`src/rtl/mram_ctrl.sv`:
```
// mram_ctrl: turns single-word host requests into timed MRAM pin cycles and returns read data.
module mram_ctrl #(
  parameter int ADDR_WIDTH = 20,
  parameter int RD_LAT     = 2,
  parameter int WR_CYC     = 1
) (
  input  logic                  clk,
  input  logic                  rst_n,
  input  logic                  req_valid,
  output logic                  req_ready,
  input  logic                  req_write,
  input  logic [ADDR_WIDTH-1:0] req_addr,
  input  logic [15:0]           req_wdata,
  input  logic [1:0]            req_be,
  output logic                  rsp_valid,
  output logic [15:0]           rsp_rdata,
  output logic                  mram_en,
  output logic                  mram_we_n,
  output logic                  mram_lb_n,
  output logic                  mram_ub_n,
  output logic [ADDR_WIDTH-1:0] mram_addr,
  output logic [15:0]           dq_o,
  output logic                  dq_oe,
  input  logic [15:0]           dq_i
);
  localparam int CW = $clog2((RD_LAT > WR_CYC ? RD_LAT : WR_CYC) + 1);
  typedef enum logic [1:0] {IDLE, WRITE, READ, RESP} state_t;
  state_t        state;
  logic [CW-1:0] cnt;
  logic [1:0]    be_q;
  always_ff @(posedge clk or negedge rst_n) begin
    if (!rst_n) begin
      state     <= IDLE;
      cnt       <= '0;
      be_q      <= '0;
      req_ready <= 1'b0;
      rsp_valid <= 1'b0;
      rsp_rdata <= '0;
      mram_en   <= 1'b0;
      mram_we_n <= 1'b1;
      mram_lb_n <= 1'b1;
      mram_ub_n <= 1'b1;
      mram_addr <= '0;
      dq_o      <= '0;
      dq_oe     <= 1'b0;
    end else begin
      case (state)
        IDLE: begin
          req_ready <= 1'b1;
          if (req_valid && req_ready) begin
            // A request with no lanes enabled still runs its full timing, just with pins quiet.
            state     <= req_write ? WRITE : READ;
            req_ready <= 1'b0;
            cnt       <= '0;
            be_q      <= req_be;
            mram_en   <= |req_be;
            mram_we_n <= ~(req_write && |req_be);
            mram_lb_n <= ~req_be[0];
            mram_ub_n <= ~req_be[1];
            mram_addr <= req_addr;
            dq_oe     <= req_write && |req_be;
            if (req_write) dq_o <= req_wdata;
          end
        end
        WRITE: begin
          if (cnt == CW'(WR_CYC - 1)) begin
            state     <= IDLE;
            cnt       <= '0;
            req_ready <= 1'b1;
            {mram_en, mram_we_n, mram_lb_n, mram_ub_n, dq_oe} <= 5'b01110;
          end else cnt <= cnt + 1'b1;
        end
        READ: begin
          if (cnt == CW'(RD_LAT - 1)) begin
            state     <= RESP;
            cnt       <= '0;
            rsp_valid <= 1'b1;
            rsp_rdata <= {be_q[1] ? dq_i[15:8] : 8'h00, be_q[0] ? dq_i[7:0] : 8'h00};
            {mram_en, mram_we_n, mram_lb_n, mram_ub_n, dq_oe} <= 5'b01110;
          end else cnt <= cnt + 1'b1;
        end
        RESP: begin
          state     <= IDLE;
          cnt       <= '0;
          rsp_valid <= 1'b0;
          req_ready <= 1'b1;
        end
        default: state <= IDLE;
      endcase
    end
  end
endmodule

```
`config.mk`:
```
export PLATFORM = sky130hd
export DESIGN_NAME = mram_ctrl
export DESIGN_NICKNAME = d
export VERILOG_FILES = /design/src/rtl/mram_ctrl.sv
export SDC_FILE = /design/constraint.sdc
export NUM_CORES = 1
export LEC_CHECK = 0
export BUFFER_PORTS_ARGS = -buffer_cell sky130_fd_sc_hd__clkbuf_2
export CORE_UTILIZATION = 41
export CTS_CLUSTER_SIZE = 8
export DETAILED_ROUTE_END_ITERATION = 10
export GPL_ROUTABILITY_DRIVEN = 0
export PLACE_DENSITY = 0.66
export SLEW_MARGIN = 20
export SYNTH_ARGS = -nofsm -noshare
export SYNTH_HDL_FRONTEND = slang
export SYNTH_SLANG_ARGS = --single-unit
```
`constraint.sdc`:
```
create_clock -name clk -period 3.2 [get_ports clk]
set_input_delay 0.32 -clock clk [delete_from_list [all_inputs] [get_ports clk]]
set_output_delay 0.32 -clock clk [all_outputs]
set_load 0.01 [all_outputs]
```
**After elaboration in Yosys (flattened, before gate mapping)**

Cells that the tools add are included.

- Bitwise logic cells: 3
- Equal/unequal tests: 7
- Muxes and demuxes: 28
- Add/sub/neg operators: 1
- Reduce and logical (&&, ||, !) cells: 15

Operators with widths:

| kind | number |
|---|---|
| $pmux 1 s3 | 6 |
| $mux 8 | 2 |
| $pmux 2 s4 | 2 |
| $mux 2 | 7 |
| $mux 1 | 10 |
| $reduce_and 2->1 | 4 |
| $ne 2x2->1 const B | 3 |
| $reduce_and 3->1 | 2 |
| $reduce_bool 3->1 | 2 |
| $eq 2x1->1 const B | 2 |
| $eq 2x2->1 const B | 2 |
| $logic_not 2->1 | 2 |
| $reduce_and 4->1 | 1 |
| $not 1->1 | 3 |
| $add 2x1->2 const B | 1 |
| $logic_and 1x1->1 | 2 |
| $pmux 1 s2 | 1 |
| $reduce_bool 2->1 | 1 |
| $reduce_or 2->1 | 1 |

- Output and inout port bits: 59
- Input port bits: 58
- Logic and storage cells: 67
- Register bits after elaboration: 65

**Longest topological paths before layout**

- Depth after elaboration: 5
- Depth in mapped cells: 6
- Gate-level depth less buffers: 5

**Worst setup path after synthesis**

OpenSTA, ideal clock, no wires.

- Path type: register to register
- Start point: register state[0]
- End point: register mram_we_n
- Data required time: 3.118 ns
- Slack: 1.466 ns
- Setup time: 0.082 ns
- Path buffers: 1
- Cell stages (with the launch flop): 7
- Period minus slack after synthesis: 1.734 ns
- Arrival time: 1.652 ns
- Cell sequence: dfrtp_1 inv_1 ha_1 buf_2 a21boi_2 nor4_4 mux2_2

- Word-level cells in the longest chain between the ends: 3
- Elaborated cells between the ends (all ways): 9
- Those cells by class: eq/ne: 5; mux: 1; reduce/logical: 3

Ends and longest elaborated chain:

| item | RTL line | RTL |
|---|---|---|
| start, declared | 28 | `state_t state;` |
| start signal, assigned | 52 | `state <= req_write ? WRITE : READ;` |
| $eq 2x2->1, or another cell as far along | 47 | `case (state)` |
| $ne 2x2->1 (no source line) or $reduce_bool 3->1 (tied branches) | - |  |
| $reduce_and 4->1 (no source line) | - |  |
| end signal, assigned | 57 | `mram_we_n <= ~(req_write && \|req_be);` |
| end, declared | 18 | `output logic mram_we_n,` |

Parallel ways exist; a longest one is shown, timed or not.
A chain may end at the register's enable or synchronous reset.

**Final worst setup path**

- Start point: register state[0]
- End point: register dq_o[8]

- Word-level cells in the longest chain between the ends: 2

Ends and longest elaborated chain:

| item | RTL line | RTL |
|---|---|---|
| $logic_not 2->1 | 47 |  |
| $reduce_and 3->1 (no source line) | - |  |
| end signal, assigned | 62 | `if (req_write) dq_o <= req_wdata;` |
| end, declared | 22 | `output logic [15:0] dq_o,` |

Every way passes these cells.

==> results.txt <==
Final HPWL DP: 4.25 mm
Avg Synthesized Cell Area: 12.4 sq um
Tightest Pin Transition: 0.804 ns
DRT iter0 DRCs: 75
Logic pwr share: 40.1%
Final Hold Fails: 0
vias in the first global route: 1926
via count: 2058
clk_skew: 0.00852 ns
antenna violations before repair: 0
gr ovfl total: 0
NetSw: 1.31 mW
register area share after synthesis: 59.3%
first-pass GRT wire length: 9.45 mm
clock sinks: 65
failing checks: DRC
Routed WL per cell: 13.4 microns
CP required: 3.41 ns
TNS Setup: 0 ns
Core Area: 6420 sq um
row cnt: 29
#FFs+latches synth: 65
gr usage total: 17.5%
Buffers on Ports: 116
Bufs and invs on worst path: 1
Seq pwr share: 39.9%
Root Buffer Master: clkbuf_8
fraction of layout cells with a size suffix above 1: 51.6%
critical path depth: 4
Clock Power Share: 19.9%
worst-skew pair later-pin latency: 0.33 ns
Synth Instances: 221
full die area: 7040 sq um
Net Sw Frac: 35.7%
critical path data arrival time: 2.14 ns
Int Power: 2.35 mW
fill cell count: 566
CTS tree: yes
slew margin rel.: 46.2%
Max-cap violations: 0
slowest stage cell, crit path: nand4_2
commonest non-fill, non-tap cell in the layout: clkbuf_2
largest net degree at the start of global routing: 43
drt drc: 16
Die W: 83.9 microns
setup-violating endpoint count in the final report: 0
die height: 83.9 microns
min Tclk post-route: 1.93 ns
Distinct cells, synth: 29
Crit. End Element: flop
Worst VDD drop: 0.000495 V
Initial Util: 42.8%
pins over their slew limit: 0
synth-to-layout area growth: 31.9%
Final ANT Viol Nets: 0
power density cells: 1010 nW/um^2
ANT cells: 0
Syn Std Cell Area: 2750 sq um
cts bufs inserted: 9
Tcrit/Tclk final: 60.3%
postcts setup bufs: 0
Detailed Route WL: 5.69 mm
crit-path max FO: 16
CTS max path bufs: 2
achievable clock frequency: 518 MHz
clk slew on worst S/H paths: 0.08 ns
hold path cells: 2
critical path cell sequence: inv_1 > ha_1 > nand4_2 > mux2_2
Final #Nets: 409
Power Total: 3.66 mW
Lkg Pwr: 1.84 nW
cell family with most CP delay: simple AND/OR/NAND/NOR gates
outcome: complete, but fails checks
RSZ-0062 raised after global routing: no
drt first pass iters: 7
# H-tree levels: 3
syn_nets: 288
CP Class: reg -> reg
# IOs: 117
Worst setup SP type: flop
routed vias/inst: 4.85
Hold/Removal Path Class: in -> reg
CP max stage delay: 0.50 ns
synth warn: 0
R2R cell count: 4
commonest cells after routing, fill and taps aside: 116 x clkbuf_2, 62 x dfrtp_1, 39 x mux2_2, 35 x nand2_1, 17 x o21ai_0
-- Yosys cell counts (all sizes together) --
master,n,share of area [%]
a21boi,1,0.41
mux2,39,16
nand3,2,0.36
o2bb2ai,2,0.64
nand2b,4,0.91
a21oi,1,0.18
a31oi,7,1.6
a22oi,1,0.27
o21a,1,0.27
nand4,1,0.46
a311oi,2,0.64
o22ai,1,0.23
o21ai,17,3.1
nor4,1,0.77
nand2,35,4.8
a22o,1,0.32
nor3,4,0.73
a21bo,1,0.36
mux2i,2,0.73
buf,6,1.0
nor2,2,0.27
o211ai,1,0.27
nor2b,3,0.68
clkbuf,3,0.41
dfrtp,62,56
dfstp,3,2.9
ha,9,4.1
inv,9,1.2
-- worst reg2reg max path, delay by kind of cell (launching register included) --
family | cells | cell delay [ns]
adders and majority gates | 1 | 0.31
buffers and inverters | 1 | 0.13
DFF | 1 | 0.41
muxes | 1 | 0.46
and+or+nand+nor | 1 | 0.50
-- cell type report --
cell class	instances	area, sq um	share of cell area (%)
sequential	65	1630	45.0
multi-input combinational	138	1050	28.9
timing repair buffer	119	606	16.7
clock buffer	11	151	4.18
tap	77	96.3	2.66
clock inverter	5	61.3	1.69
inverter	9	33.8	0.932
-- per-stage QoR --
| step | std cells | instance area, sq um | setup slack [ns] | hold WS, ns | util [%] |
|---|---|---|---|---|---|
| after floorplan | 221 | 2750 | 1.47 | 0.0244 | - |
| after global placement | 407 | 3400 | 1.33 | 0.347 | 53.0 |
| after detailed placement | 407 | 3400 | 1.24 | 0.338 | 53.0 |
| after CTS | 424 | 3620 | 1.23 | 0.201 | 56.4 |
| after global routing | 424 | 3620 | 1.09 | 0.196 | 56.4 |
| final | 424 | 3620 | 1.27 | 0.210 | 56.4 |
-- logic make-up after synthesis --
kind of cell / after synthesis / share of synthesized area [%]
buffers and inverters: 18 / 2.64
flip-flops: 65 / 59.3
multiplexers: 41 / 16.7
adder cells (fa/ha/maj): 9 / 4.10
AO/OA/AOI/OAI: 36 / 8.28
AND/OR/NAND/NOR: 52 / 8.97
-- worst paths after layout --
| path | start | to | slack, ns |
|---|---|---|---|
| max in group asynchronous | rst_n | mram_lb_n$_DFFE_PN1P_ | 1.73 |
| hold / removal | req_wdata[5] | dq_o[5]$_DFFE_PN0P_ | 0.21 |
| min in group asynchronous | rst_n | mram_addr[12]$_DFFE_PN0P_ | 0.50 |
| setup reg to reg | state[0]$_DFFE_PN0P_ | dq_o[8]$_DFFE_PN0P_ | 1.27 |
| setup / recovery | state[0]$_DFFE_PN0P_ | dq_o[8]$_DFFE_PN0P_ | 1.27 |
| hold reg to reg | rsp_rdata[5]$_DFFE_PN0P_ | rsp_rdata[5]$_DFFE_PN0P_ | 0.48 |
-- layer usage --
layer | track usage, % | part of all wire (%)
met1 | 23.4 | 46
met4 | 6.43 | 1.3
met2 | 26.8 | 47
met3 | 5.34 | 5.4
met5 | 0 | 0
-- state kept, by name, indices dropped and copies added, names as in the netlist --
register	flops
rsp_valid	1
mram_ub_n	1
mram_lb_n	1
dq_oe	1
req_ready	1
dq_o	16
state	2
mram_we_n	1
cnt	2
be_q	2
mram_en	1
mram_addr	20
rsp_rdata	16
-- what timing repair did --
action	in CTS	in global routing
resized for setup	0	0
hold endpoints to repair	23	0
hold buffers	1	0
-- power by group through the flow --
stage               clock (mW)  sequential (mW)  combinational (mW)
floorplan                    0             1.61               0.778
global placement             0             1.46                1.46
detailed placement           0             1.48                1.48
CTS                      0.750             1.47                1.49
global route             0.784             1.52                1.62
finish                   0.728             1.46                1.47
Power figures use the tool's default switching activity.
